**config.mk**
```make
export PLATFORM = sky130hd
export DESIGN_NAME = pp_uart_fifo_transceiver
export DESIGN_NICKNAME = d
export VERILOG_FILES = /design/src/rtl/pp_uart_fifo_transceiver_pkg.sv /design/src/rtl/pp_uart_fifo_transceiver_sync_fifo.sv /design/src/rtl/pp_uart_fifo_transceiver.sv
export SDC_FILE = /design/constraint.sdc
export NUM_CORES = 1
export LEC_CHECK = 0
export CORE_UTILIZATION = 35
export DETAILED_ROUTE_END_ITERATION = 12
export PLACE_DENSITY = 0.58
export SYNTH_ARGS = -nofsm -noshare
export SYNTH_HDL_FRONTEND = slang
export SYNTH_SLANG_ARGS = --single-unit
```
**constraint.sdc**
```tcl
create_clock -name clk -period 4.69 [get_ports clk]
set_input_delay 0.469 -clock clk [delete_from_list [all_inputs] [get_ports clk]]
set_output_delay 0.469 -clock clk [all_outputs]
set_load 0.005 [all_outputs]
```
**src/rtl/pp_uart_fifo_transceiver_pkg.sv**
```systemverilog
// Shared types and helpers for the FIFO-buffered UART transceiver.
// Holds FSM state encodings, parity/data-length codes and small bit helpers.
package pp_uart_fifo_transceiver_pkg;

    typedef enum logic [2:0] {
        TX_IDLE,
        TX_START,
        TX_DATA,
        TX_PARITY,
        TX_STOP
    } tx_state_t;

    typedef enum logic [2:0] {
        RX_IDLE,
        RX_START,
        RX_DATA,
        RX_PARITY,
        RX_STOP
    } rx_state_t;

    localparam logic [1:0] PAR_NONE = 2'b00;
    localparam logic [1:0] PAR_ODD  = 2'b01;
    localparam logic [1:0] PAR_EVEN = 2'b10;

    localparam logic [1:0] DLEN_5 = 2'b00;
    localparam logic [1:0] DLEN_6 = 2'b01;
    localparam logic [1:0] DLEN_7 = 2'b10;
    localparam logic [1:0] DLEN_8 = 2'b11;

    function automatic logic [3:0] dataBits(input logic [1:0] flag);
        return 4'd5 + {2'b00, flag};
    endfunction

    // Mode 11 is deliberately treated like "none".
    function automatic logic parityOn(input logic [1:0] mode);
        return (mode == PAR_ODD) || (mode == PAR_EVEN);
    endfunction

    function automatic logic [7:0] maskData(input logic [7:0] d, input logic [1:0] flag);
        return d & (8'hFF >> (2'd3 - flag));
    endfunction

    function automatic logic parityBit(input logic [7:0] d, input logic [1:0] mode);
        return (mode == PAR_ODD) ? ~(^d) : (^d);
    endfunction

endpackage

```
**src/rtl/pp_uart_fifo_transceiver_sync_fifo.sv**
```systemverilog
// Single-clock FIFO used for both the TX and RX byte queues.
// Full/empty come from the registered level, so a same-cycle push/pop obeys the pre-cycle state.
module pp_uart_sync_fifo
    import pp_uart_fifo_transceiver_pkg::*;
#(
    parameter int WIDTH = 8,
    parameter int DEPTH = 16
) (
    input  logic                   clk,
    input  logic                   rst,
    input  logic                   i_clr,
    input  logic                   i_push,
    input  logic [WIDTH-1:0]       i_wdata,
    input  logic                   i_pop,
    output logic [WIDTH-1:0]       o_rdata,
    output logic                   o_full,
    output logic                   o_empty,
    output logic [$clog2(DEPTH):0] o_level
);

    localparam int AW = $clog2(DEPTH);

    logic [WIDTH-1:0] r_mem [DEPTH];
    logic [AW-1:0]    r_wrPtr;
    logic [AW-1:0]    r_rdPtr;
    logic [AW:0]      r_level;
    logic             w_doPush;
    logic             w_doPop;

    assign o_full   = (r_level == (AW+1)'(DEPTH));
    assign o_empty  = (r_level == '0);
    assign o_level  = r_level;
    assign w_doPush = i_push & ~o_full;
    assign w_doPop  = i_pop & ~o_empty;
    assign o_rdata  = o_empty ? '0 : r_mem[r_rdPtr];

    // Pointers wrap naturally because DEPTH is a power of two.
    always_ff @(posedge clk or negedge rst) begin
        if (!rst) begin
            r_wrPtr <= '0;
            r_rdPtr <= '0;
            r_level <= '0;
        end else if (i_clr) begin
            r_wrPtr <= '0;
            r_rdPtr <= '0;
            r_level <= '0;
        end else begin
            if (w_doPush) r_wrPtr <= r_wrPtr + 1'b1;
            if (w_doPop)  r_rdPtr <= r_rdPtr + 1'b1;
            case ({w_doPush, w_doPop})
                2'b10:   r_level <= r_level + 1'b1;
                2'b01:   r_level <= r_level - 1'b1;
                default: r_level <= r_level;
            endcase
        end
    end

    always_ff @(posedge clk) begin
        if (w_doPush) r_mem[r_wrPtr] <= i_wdata;
    end

endmodule

```
**src/rtl/pp_uart_fifo_transceiver.sv**
```systemverilog
// UART transceiver with TX/RX FIFOs, shared baud tick, oversampled receiver and sticky errors.
// Frame format (data length, parity, stop bits) is captured per frame at its start.
module pp_uart_fifo_transceiver
    import pp_uart_fifo_transceiver_pkg::*;
#(
    parameter int FIFO_DEPTH = 16,
    parameter int BAUD_W     = 14,
    parameter int OVS        = 16
) (
    input  logic                        clk,
    input  logic                        rst,
    input  logic                        soft_rst,
    input  logic [BAUD_W-1:0]           baud_div,
    input  logic [1:0]                  data_flag,
    input  logic                        stop_flag,
    input  logic [1:0]                  check_flag,
    input  logic [7:0]                  tx_data,
    input  logic                        tx_valid,
    output logic                        tx_ready,
    output logic [7:0]                  rx_data,
    output logic                        rx_valid,
    input  logic                        rx_ready,
    output logic                        uart_tx,
    input  logic                        uart_rx,
    output logic [$clog2(FIFO_DEPTH):0] tx_level,
    output logic [$clog2(FIFO_DEPTH):0] rx_level,
    output logic                        tx_idle,
    output logic                        parity_err,
    output logic                        frame_err,
    output logic                        overrun,
    input  logic                        err_clr
);

    localparam int TCW = $clog2(OVS);

    logic [BAUD_W-1:0] r_baudCnt;
    logic              w_tick;

    tx_state_t  r_txState, w_txNext;
    logic [TCW-1:0] r_txTick;
    logic [2:0] r_txBit;
    logic [7:0] r_txShift;
    logic [3:0] r_txNBits;
    logic       r_txParOn, r_txParBit, r_txTwoStop;
    logic       w_txPop, w_txLine, w_txBitEnd, w_txFull, w_txEmpty;
    logic [7:0] w_txHead;

    rx_state_t  r_rxState, w_rxNext;
    logic [1:0] r_rxSync;
    logic       r_rxPrev;
    logic [TCW-1:0] r_rxTick;
    logic [2:0] r_rxBit;
    logic [7:0] r_rxShift;
    logic [3:0] r_rxNBits;
    logic [1:0] r_rxParMode;
    logic       w_rxIn, w_rxSample, w_rxPush, w_rxFull, w_rxEmpty;
    logic       w_parEv, w_frameEv, w_ovrEv;

    assign w_tick = (r_baudCnt >= baud_div);

    always_ff @(posedge clk or negedge rst) begin
        if (!rst)          r_baudCnt <= '0;
        else if (soft_rst) r_baudCnt <= '0;
        else               r_baudCnt <= w_tick ? '0 : r_baudCnt + 1'b1;
    end

    pp_uart_sync_fifo #(.WIDTH(8), .DEPTH(FIFO_DEPTH)) u_txFifo (
        .clk(clk), .rst(rst), .i_clr(soft_rst),
        .i_push(tx_valid), .i_wdata(tx_data), .i_pop(w_txPop),
        .o_rdata(w_txHead), .o_full(w_txFull), .o_empty(w_txEmpty), .o_level(tx_level)
    );

    pp_uart_sync_fifo #(.WIDTH(8), .DEPTH(FIFO_DEPTH)) u_rxFifo (
        .clk(clk), .rst(rst), .i_clr(soft_rst),
        .i_push(w_rxPush), .i_wdata(r_rxShift), .i_pop(rx_ready),
        .o_rdata(rx_data), .o_full(w_rxFull), .o_empty(w_rxEmpty), .o_level(rx_level)
    );

    assign tx_ready = ~w_txFull;
    assign rx_valid = ~w_rxEmpty;
    assign tx_idle  = w_txEmpty && (r_txState == TX_IDLE);
    assign uart_tx  = w_txLine;

    assign w_txBitEnd = w_tick && (r_txTick == TCW'(OVS-1));

    always_ff @(posedge clk or negedge rst) begin
        if (!rst)          r_txState <= TX_IDLE;
        else if (soft_rst) r_txState <= TX_IDLE;
        else               r_txState <= w_txNext;
    end

    // Line level is decoded from state so any reset forces the line high at once.
    always_comb begin
        w_txNext = r_txState;
        w_txPop  = 1'b0;
        w_txLine = 1'b1;
        case (r_txState)
            TX_IDLE: begin
                if (!w_txEmpty) begin
                    w_txPop  = 1'b1;
                    w_txNext = TX_START;
                end
            end
            TX_START: begin
                w_txLine = 1'b0;
                if (w_txBitEnd) w_txNext = TX_DATA;
            end
            TX_DATA: begin
                w_txLine = r_txShift[0];
                if (w_txBitEnd && ({1'b0, r_txBit} == r_txNBits - 4'd1))
                    w_txNext = r_txParOn ? TX_PARITY : TX_STOP;
            end
            TX_PARITY: begin
                w_txLine = r_txParBit;
                if (w_txBitEnd) w_txNext = TX_STOP;
            end
            TX_STOP: begin
                if (w_txBitEnd && (r_txBit[0] == r_txTwoStop)) begin
                    if (!w_txEmpty) begin
                        w_txPop  = 1'b1;
                        w_txNext = TX_START;
                    end else begin
                        w_txNext = TX_IDLE;
                    end
                end
            end
            default: w_txNext = TX_IDLE;
        endcase
    end

    always_ff @(posedge clk or negedge rst) begin
        if (!rst) begin
            r_txShift <= '0; r_txNBits <= 4'd8; r_txParOn <= 1'b0;
            r_txParBit <= 1'b0; r_txTwoStop <= 1'b0; r_txTick <= '0; r_txBit <= '0;
        end else if (soft_rst) begin
            r_txShift <= '0; r_txNBits <= 4'd8; r_txParOn <= 1'b0;
            r_txParBit <= 1'b0; r_txTwoStop <= 1'b0; r_txTick <= '0; r_txBit <= '0;
        end else if (w_txPop) begin
            r_txShift   <= maskData(w_txHead, data_flag);
            r_txNBits   <= dataBits(data_flag);
            r_txParOn   <= parityOn(check_flag);
            r_txParBit  <= parityBit(maskData(w_txHead, data_flag), check_flag);
            r_txTwoStop <= stop_flag;
            r_txTick    <= '0;
            r_txBit     <= '0;
        end else if (r_txState == TX_IDLE) begin
            r_txTick <= '0;
            r_txBit  <= '0;
        end else if (w_txBitEnd) begin
            r_txTick <= '0;
            if (r_txState == TX_DATA) r_txShift <= r_txShift >> 1;
            r_txBit <= (w_txNext == r_txState) ? r_txBit + 3'd1 : 3'd0;
        end else if (w_tick) begin
            r_txTick <= r_txTick + 1'b1;
        end
    end

    assign w_rxIn     = r_rxSync[1];
    assign w_rxSample = w_tick && (r_rxTick == ((r_rxState == RX_START) ? TCW'(OVS/2-1) : TCW'(OVS-1)));

    always_ff @(posedge clk or negedge rst) begin
        if (!rst) begin
            r_rxSync <= 2'b11; r_rxPrev <= 1'b1; r_rxState <= RX_IDLE;
        end else if (soft_rst) begin
            r_rxSync <= 2'b11; r_rxPrev <= 1'b1; r_rxState <= RX_IDLE;
        end else begin
            r_rxSync  <= {r_rxSync[0], uart_rx};
            r_rxPrev  <= w_rxIn;
            r_rxState <= w_rxNext;
        end
    end

    // A start bit still high at its centre is treated as noise and dropped silently.
    always_comb begin
        w_rxNext = r_rxState;
        w_rxPush = 1'b0;
        case (r_rxState)
            RX_IDLE:   if (r_rxPrev && !w_rxIn) w_rxNext = RX_START;
            RX_START:  if (w_rxSample) w_rxNext = w_rxIn ? RX_IDLE : RX_DATA;
            RX_DATA: begin
                if (w_rxSample && ({1'b0, r_rxBit} == r_rxNBits - 4'd1))
                    w_rxNext = parityOn(r_rxParMode) ? RX_PARITY : RX_STOP;
            end
            RX_PARITY: if (w_rxSample) w_rxNext = RX_STOP;
            RX_STOP: begin
                if (w_rxSample) begin
                    w_rxNext = RX_IDLE;
                    w_rxPush = 1'b1;
                end
            end
            default: w_rxNext = RX_IDLE;
        endcase
    end

    always_ff @(posedge clk or negedge rst) begin
        if (!rst) begin
            r_rxShift <= '0; r_rxNBits <= 4'd8; r_rxParMode <= PAR_NONE; r_rxTick <= '0; r_rxBit <= '0;
        end else if (soft_rst) begin
            r_rxShift <= '0; r_rxNBits <= 4'd8; r_rxParMode <= PAR_NONE; r_rxTick <= '0; r_rxBit <= '0;
        end else if (r_rxState == RX_IDLE) begin
            r_rxTick <= '0;
            r_rxBit  <= '0;
            if (w_rxNext == RX_START) begin
                r_rxShift   <= '0;
                r_rxNBits   <= dataBits(data_flag);
                r_rxParMode <= check_flag;
            end
        end else if (w_rxSample) begin
            r_rxTick <= '0;
            if (r_rxState == RX_DATA) r_rxShift[r_rxBit] <= w_rxIn;
            r_rxBit <= (w_rxNext == r_rxState) ? r_rxBit + 3'd1 : 3'd0;
        end else if (w_tick) begin
            r_rxTick <= r_rxTick + 1'b1;
        end
    end

    assign w_parEv   = (r_rxState == RX_PARITY) && w_rxSample && (w_rxIn != parityBit(r_rxShift, r_rxParMode));
    assign w_frameEv = (r_rxState == RX_STOP) && w_rxSample && !w_rxIn;
    assign w_ovrEv   = w_rxPush && w_rxFull;

    // A new error event outranks a simultaneous clear.
    always_ff @(posedge clk or negedge rst) begin
        if (!rst) begin
            parity_err <= 1'b0; frame_err <= 1'b0; overrun <= 1'b0;
        end else if (soft_rst) begin
            parity_err <= 1'b0; frame_err <= 1'b0; overrun <= 1'b0;
        end else begin
            parity_err <= w_parEv   | (parity_err & ~err_clr);
            frame_err  <= w_frameEv | (frame_err & ~err_clr);
            overrun    <= w_ovrEv   | (overrun & ~err_clr);
        end
    end

endmodule

```
==> results.sh, run 1 <==
export IMPL_status="complete, but fails checks"
export IMPL_violations="hold timing"
export IMPL_cts_root_buf="clkbuf_16"
export IMPL_fin_setup_tns_ps=0
export IMPL_start_kind="flip-flop"
export IMPL_setup_slack_ps=888
export IMPL_grt_antenna_before_repair=0
export IMPL_overflow=0
export IMPL_setup_violations=0
export IMPL_synth_xor_area_share_pct=3.27
export IMPL_cts_buffers=38
export IMPL_cts_hold_buf=0
export IMPL_clk_pin_slew_worst_paths_ps=60
export IMPL_clk_latency_ps=540
export IMPL_yosysMostFrequentCell="edfxtp_1"
export IMPL_grt_use_total_pct=15.0
export IMPL_drive_gt1_share_pct=14.2
export IMPL_postSynthAreaPerCell_um2=14.7
export IMPL_synth_top_area_cell="edfxtp_1"
export IMPL_vias=8825
export IMPL_min_period_over_period_pct=81.1
export IMPL_reg2reg_to="u_rxFifo.o_level[4]"
export IMPL_place_inst=1688
export IMPL_core_area_mm2=0.0442
export IMPL_p_per_area_mw_per_mm2=426
export IMPL_synth_seq_cells=351
export IMPL_power_mw=7.73
export IMPL_p_seq_share_pct=46.3
export IMPL_cts_sinks=351
export IMPL_drt_total_wl_um=33100
export IMPL_finalInstanceArea_mm2=0.0181
export IMPL_synth_edf_count=256
export IMPL_rsz0062_at_grt="no"
export IMPL_wl_per_cell_um=18.9
export IMPL_synth_area_leaders="edfxtp_1, dfrtp_1, mux4_2"
export IMPL_first_global_vias=8906
export IMPL_fp_dieArea_mm2=0.0456
export IMPL_portBuffers=58
export IMPL_ant_nets=0
export IMPL_fillers=4066
export IMPL_dpl_cell_area_mm2=0.0169
export IMPL_vias_per_cell=5.03
export IMPL_synthArstFlopShare_pct=27.1
export IMPL_drt_iter0_drc=482
export IMPL_period_needed_ps=3800
export IMPL_cell_internal_pwr_mw=5.77
export IMPL_final_nets=1211
export IMPL_synth_common_cells="edfxtp_1, dfrtp_1, nor2_1"
export IMPL_maxSlewViolCount=0
export IMPL_yosys_area_share_simple_pct=9.79
export IMPL_fmax_mhz=263
export IMPL_crit_end="rx_data[7]"
export IMPL_yosysSeqAreaShare_pct=64.2
export IMPL_layoutNonFillerInstCount=1756
export IMPL_synth_mux_area_share_pct=11.0
export IMPL_cp_data_required_time_ps=4220
export IMPL_p_leak_nw=6.75
export IMPL_worst_slew_margin_rel_pct=35.4
export IMPL_rrSetupSlack_ps=1010
export IMPL_finalHoldViolations=2
export IMPL_diodes=0
export IMPL_final_util_pct=41.0
export IMPL_cts_resized_gates=0
export IMPL_whs_ps=-3.15
export IMPL_htreeDepth=2
export IMPL_die_y_um=214
export IMPL_clkPwrFrac_pct=38.4
export IMPL_p_sw_share_pct=25.3
export IMPL_synth_top_area_share_pct=49.0
export IMPL_critPathKind="flip-flop to output pin"
export IMPL_dieWidth_um=214
export IMPL_synthAdderAreaFrac_pct=3.32
export IMPL_start_util_pct=35.4
export IMPL_syn_inst=1070
export IMPL_cts_tree="built"
export IMPL_drt_pass1_iter_count=4
export IMPL_ys_flop_type="edfxtp_1"
export IMPL_hold_class="input port to async pin"
export IMPL_clock_skew_ps=21.3
export IMPL_post_route_drc_count=0
export IMPL_rows=77
export IMPL_boundaryPins=59
export IMPL_maxCapViolations=0
export IMPL_synth_area_mm2=0.0157
export IMPL_worstRegToRegCells=14
export IMPL_worst_ep_arrival_time_ps=3330
export IMPL_dp_slack_ps=460
export IMPL_postCtsSetupBuffers=0
export IMPL_ir_drop_uv=345
export IMPL_ys_warn_count=0
export IMPL_hpwl_um=22000
export IMPL_grt_pass1_wl_um=52200
export IMPL_synth_cell_type_count=71
export IMPL_reg2reg_from="r_baudCnt[11]"
export IMPL_grt_max_degree=59
export IMPL_crit_path_start="u_rxFifo.r_rdPtr[0]"
export IMPL_place_gp_congestion=0.804
export IMPL_areaGrowthSynthToFinish_pct=15.6
export IMPL_synth_compound_area_share_pct=5.97
export IMPL_pwr_share_comb_pct=15.3
export IMPL_clock_path_buffers=3
export IMPL_syn_nets=1145
export IMPL_synth_top_family_by_area="multiplexers"
export IMPL_critPathMaxFanout=18
export IMPL_endpoint_kind="output pin"
export IMPL_tightest_slew_ps=969
export IMPL_p_switching_mw=1.96
[flip-flops by register name (all words and copies together), names as in the netlist, 4 cells and up]
| name | count |
|---|---|
| u_rxFifo.r_wrPtr | 4 |
| r_baudCnt | 14 |
| r_txTick | 4 |
| u_rxFifo.r_mem | 128 |
| r_rxNBits | 4 |
| u_txFifo.r_mem | 128 |
| r_txShift | 8 |
| r_txNBits | 4 |
| u_txFifo.r_wrPtr | 4 |
| u_rxFifo.r_rdPtr | 4 |
| u_txFifo.r_rdPtr | 4 |
| r_rxTick | 4 |
| u_txFifo.o_level | 5 |
| u_rxFifo.o_level | 5 |
| r_rxShift | 8 |
[layout by cell type (no fill, tap or decap), types with 21 or more instances in the layout]
cell type        count
a21oi_1             31
o21ai_0             27
xnor2_1             35
and2_1              46
nor2_1              77
nand2_1             71
xor2_1              21
ha_1                40
clkdlybuf4s50_1     56
mux4_2              63
edfxtp_1           256
inv_1               43
mux2i_1             27
clkbuf_16           39
dfrtp_1             87
[logic make-up (layout without fill, tap and decap cells)]
logic type | Yosys count | after routing
AND/OR/NAND/NOR | 300 | 300
flip-flops | 351 | 351
AO/OA/AOI/OAI | 138 | 138
adder cells (fa/ha/maj) | 41 | 41
multiplexers | 93 | 93
buffers and inverters | 90 | 184
XOR/XNOR | 57 | 57
[power groups by stage]
stage / Clock, mW / Sequential [mW] / Combinational, mW
finish: 2.97 / 3.58 / 1.18
detailed placement: 0 / 3.65 / 1.18
CTS: 3.04 / 3.59 / 1.19
global placement: 0 / 3.65 / 1.17
floorplan: 0 / 3.55 / 0.912
global route: 3.16 / 3.60 / 1.29
[worst max-delay path, stage by stage, from the launching register on]
cell and delay [ps]:
dfrtp_2 750, buf_4 360, mux4_2 580, mux4_2 460
and2_1 160, clkdlybuf4s50_1 440
[area by class of cell]
type | instances | area, um2 | share of cell area [%]
inverters | 43 | 161 | 0.890
multi-input cells | 629 | 5230 | 28.8
clock buffers | 55 | 1080 | 5.96
repair buffers | 73 | 686 | 3.78
well taps | 592 | 741 | 4.09
clock inverters | 13 | 159 | 0.877
flip-flops and latches | 351 | 10100 | 55.6
[metal layers]
metal | track usage, % | vias to the layer above | share of wire [%]
li1 | - | 4154 | -
met1 | 20.8 | 4457 | 46
met2 | 24.7 | 173 | 48
met3 | 2.40 | 41 | 3.9
met4 | 3.99 | 0 | 1.8
met5 | 0 | - | 0
[worst min-delay path by stage]
| stage | endpoint | start | slack [ps] |
|---|---|---|---|
| 6_report | r_baudCnt[3] | rst | -3 |
| 5_1_grt | r_txTwoStop | rst | 70 |
| 4_1_cts | r_txParOn | rst | 20 |
| 3_5_place_dp | r_txShift[0] | r_txShift[1] | 460 |
| 3_3_place_gp | r_txShift[3] | r_txShift[4] | 450 |
| 2_1_floorplan | frame_err | rst | 170 |
Note: power is estimated with default switching activity, not from simulation.
==> run 2, diff against run 1 <==
Clock period 4.69 ns to 3.91 ns, I/O delays scaled along.
==> results.sh, run 2 (same netlist as run 1, synthesis figures left out) <==
export IMPL_crit_path_start="u_rxFifo.r_rdPtr[0]"
export IMPL_drt_pass1_iter_count=4
export IMPL_place_gp_congestion=0.793
export IMPL_core_area_mm2=0.0442
export IMPL_status="finished clean"
export IMPL_worst_ep_arrival_time_ps=3080
export IMPL_drt_iter0_drc=540
export IMPL_clk_pin_slew_worst_paths_ps=60
export IMPL_final_util_pct=41.6
export IMPL_cp_slowest_cell="dfrtp_2"
export IMPL_clock_path_buffers=3
export IMPL_vias=8899
export IMPL_cts_sinks=351
export IMPL_ant_nets=0
export IMPL_die_y_um=214
export IMPL_mostFrequentLayoutCell="edfxtp_1"
export IMPL_cp_data_required_time_ps=3520
export IMPL_vias_per_cell=4.98
export IMPL_clk_latency_ps=530
export IMPL_hpwl_um=22500
export IMPL_tightest_slew_ps=760
export IMPL_overflow=0
export IMPL_reg_top3="u_rxFifo.r_mem (128), u_txFifo.r_mem (128), r_baudCnt (14)"
export IMPL_worst_slew_margin_rel_pct=49.3
export IMPL_slowest_delay_ps=620
export IMPL_critPathKind="flip-flop to output pin"
export IMPL_reg2reg_from="r_baudCnt[11]"
export IMPL_layout_common_cells="edfxtp_1, dfrtp_1, nor2_1"
export IMPL_grt_use_total_pct=15.0
export IMPL_grt_max_degree=47
export IMPL_min_period_over_period_pct=88.8
export IMPL_start_util_pct=35.4
export IMPL_p_per_area_mw_per_mm2=503
export IMPL_period_needed_ps=3470
export IMPL_wl_per_cell_um=18.7
export IMPL_areaGrowthSynthToFinish_pct=17.3
export IMPL_boundaryPins=59
export IMPL_grt_antenna_before_repair=0
export IMPL_cts_buffers=39
export IMPL_postCtsSetupBuffers=0
export IMPL_cts_root_buf="clkbuf_16"
export IMPL_drt_total_wl_um=33400
export IMPL_fp_dieArea_mm2=0.0456
export IMPL_cts_tree="built"
export IMPL_htreeDepth=2
export IMPL_portBuffers=58
export IMPL_finalInstanceArea_mm2=0.0184
export IMPL_final_nets=1243
export IMPL_p_leak_nw=6.91
export IMPL_setup_violations=0
export IMPL_maxCapViolations=0
export IMPL_cp_common_cell="mux4_2"
export IMPL_cts_resized_gates=0
export IMPL_cts_hold_buf=1
export IMPL_ir_drop_uv=420
export IMPL_rsz0062_at_grt="no"
export IMPL_finalHoldViolations=0
export IMPL_maxSlewViolCount=0
export IMPL_dieWidth_um=214
export IMPL_first_global_vias=8843
export IMPL_diodes=0
export IMPL_grt_pass1_wl_um=51900
export IMPL_clock_skew_ps=26.7
export IMPL_endpoint_kind="output pin"
export IMPL_start_kind="flip-flop"
export IMPL_cp_cell_sequence="buf_12, mux4_2, mux4_2, and2_1, clkdlybuf4s50_1"
export IMPL_post_route_drc_count=0
export IMPL_critPathMaxFanout=18
export IMPL_min_from="stop_flag"
export IMPL_fmax_mhz=288
export IMPL_hold_class="input port to flip-flop"
export IMPL_rows=77
export IMPL_dpl_cell_area_mm2=0.0172
export IMPL_drive_gt1_share_pct=16.3
## run 2: changes by cell type in the layout (fill, tap and decap cells not counted), sizes merged
cell,delta
clkinvlp,+2
bufinv,-1
dlygate4sd3,+1
buf,+30
inv,+1
clkbuf,-3
clkinv,+2
## run 2: power by group
part / internal (mW) / switching, mW / total (mW)
combinational: 0.692 / 0.759 / 1.45
clock: 2.08 / 1.44 / 3.52
sequential: 4.12 / 0.160 / 4.28
total: 6.90 / 2.36 / 9.25
## run 2: path summary, 6_finish.rpt
check	end	slack (ps)	cells after the start
worst max register to register	u_rxFifo.o_level[4]	440	14
min in group asynchronous	r_baudCnt[0]	420	2
max in group asynchronous	r_rxNBits[3]	2640	3
worst min-delay path	r_txTwoStop	410	3
worst max-delay path	rx_data[0]	440	5
worst min register to register	r_txShift[3]	470	2
## run 2: area by class of cell
cell class,count,area [um2]
clock buffers,52,1090
clock inverters,17,148
fillers,4008,25800
inverters,43,161
multi-input cells,629,5230
flip-flops and latches,351,10100
well taps,592,741
repair buffers,104,958
## run 2: stage by stage
step / instances / hold slack, ps / setup TNS [ps] / power (mW) / worst slack, ps
2_1_floorplan: 1070 / 95.4 / 0 / 5.36 / 477
3_3_place_gp: 1718 / 447 / 0 / 5.80 / 31.0
3_5_place_dp: 1718 / 456 / -25.7 / 5.81 / -25.7
4_1_cts: 1788 / 389 / 0 / 9.35 / 360
5_1_grt: 1788 / 421 / 0 / 9.61 / 212
6_report: 1788 / 412 / 0 / 9.25 / 437
## run 2: critical path, delay by kind of cell, from the launching register on
| kind | cells | cell delay, ps |
|---|---|---|
| mux | 2 | 1070 |
| simple gates | 1 | 180 |
| buf+inv | 2 | 680 |
| flops | 1 | 620 |
## run 2: per-layer routing
layer / track usage, % / vias to the layer above / share of wire, %
met3: 2.69 / 41 / 3.6
met4: 3.82 / 0 / 1.7
met5: 0 / - / 0
met1: 20.6 / 4492 / 47
met2: 24.5 / 151 / 48
li1: - / 4215 / -
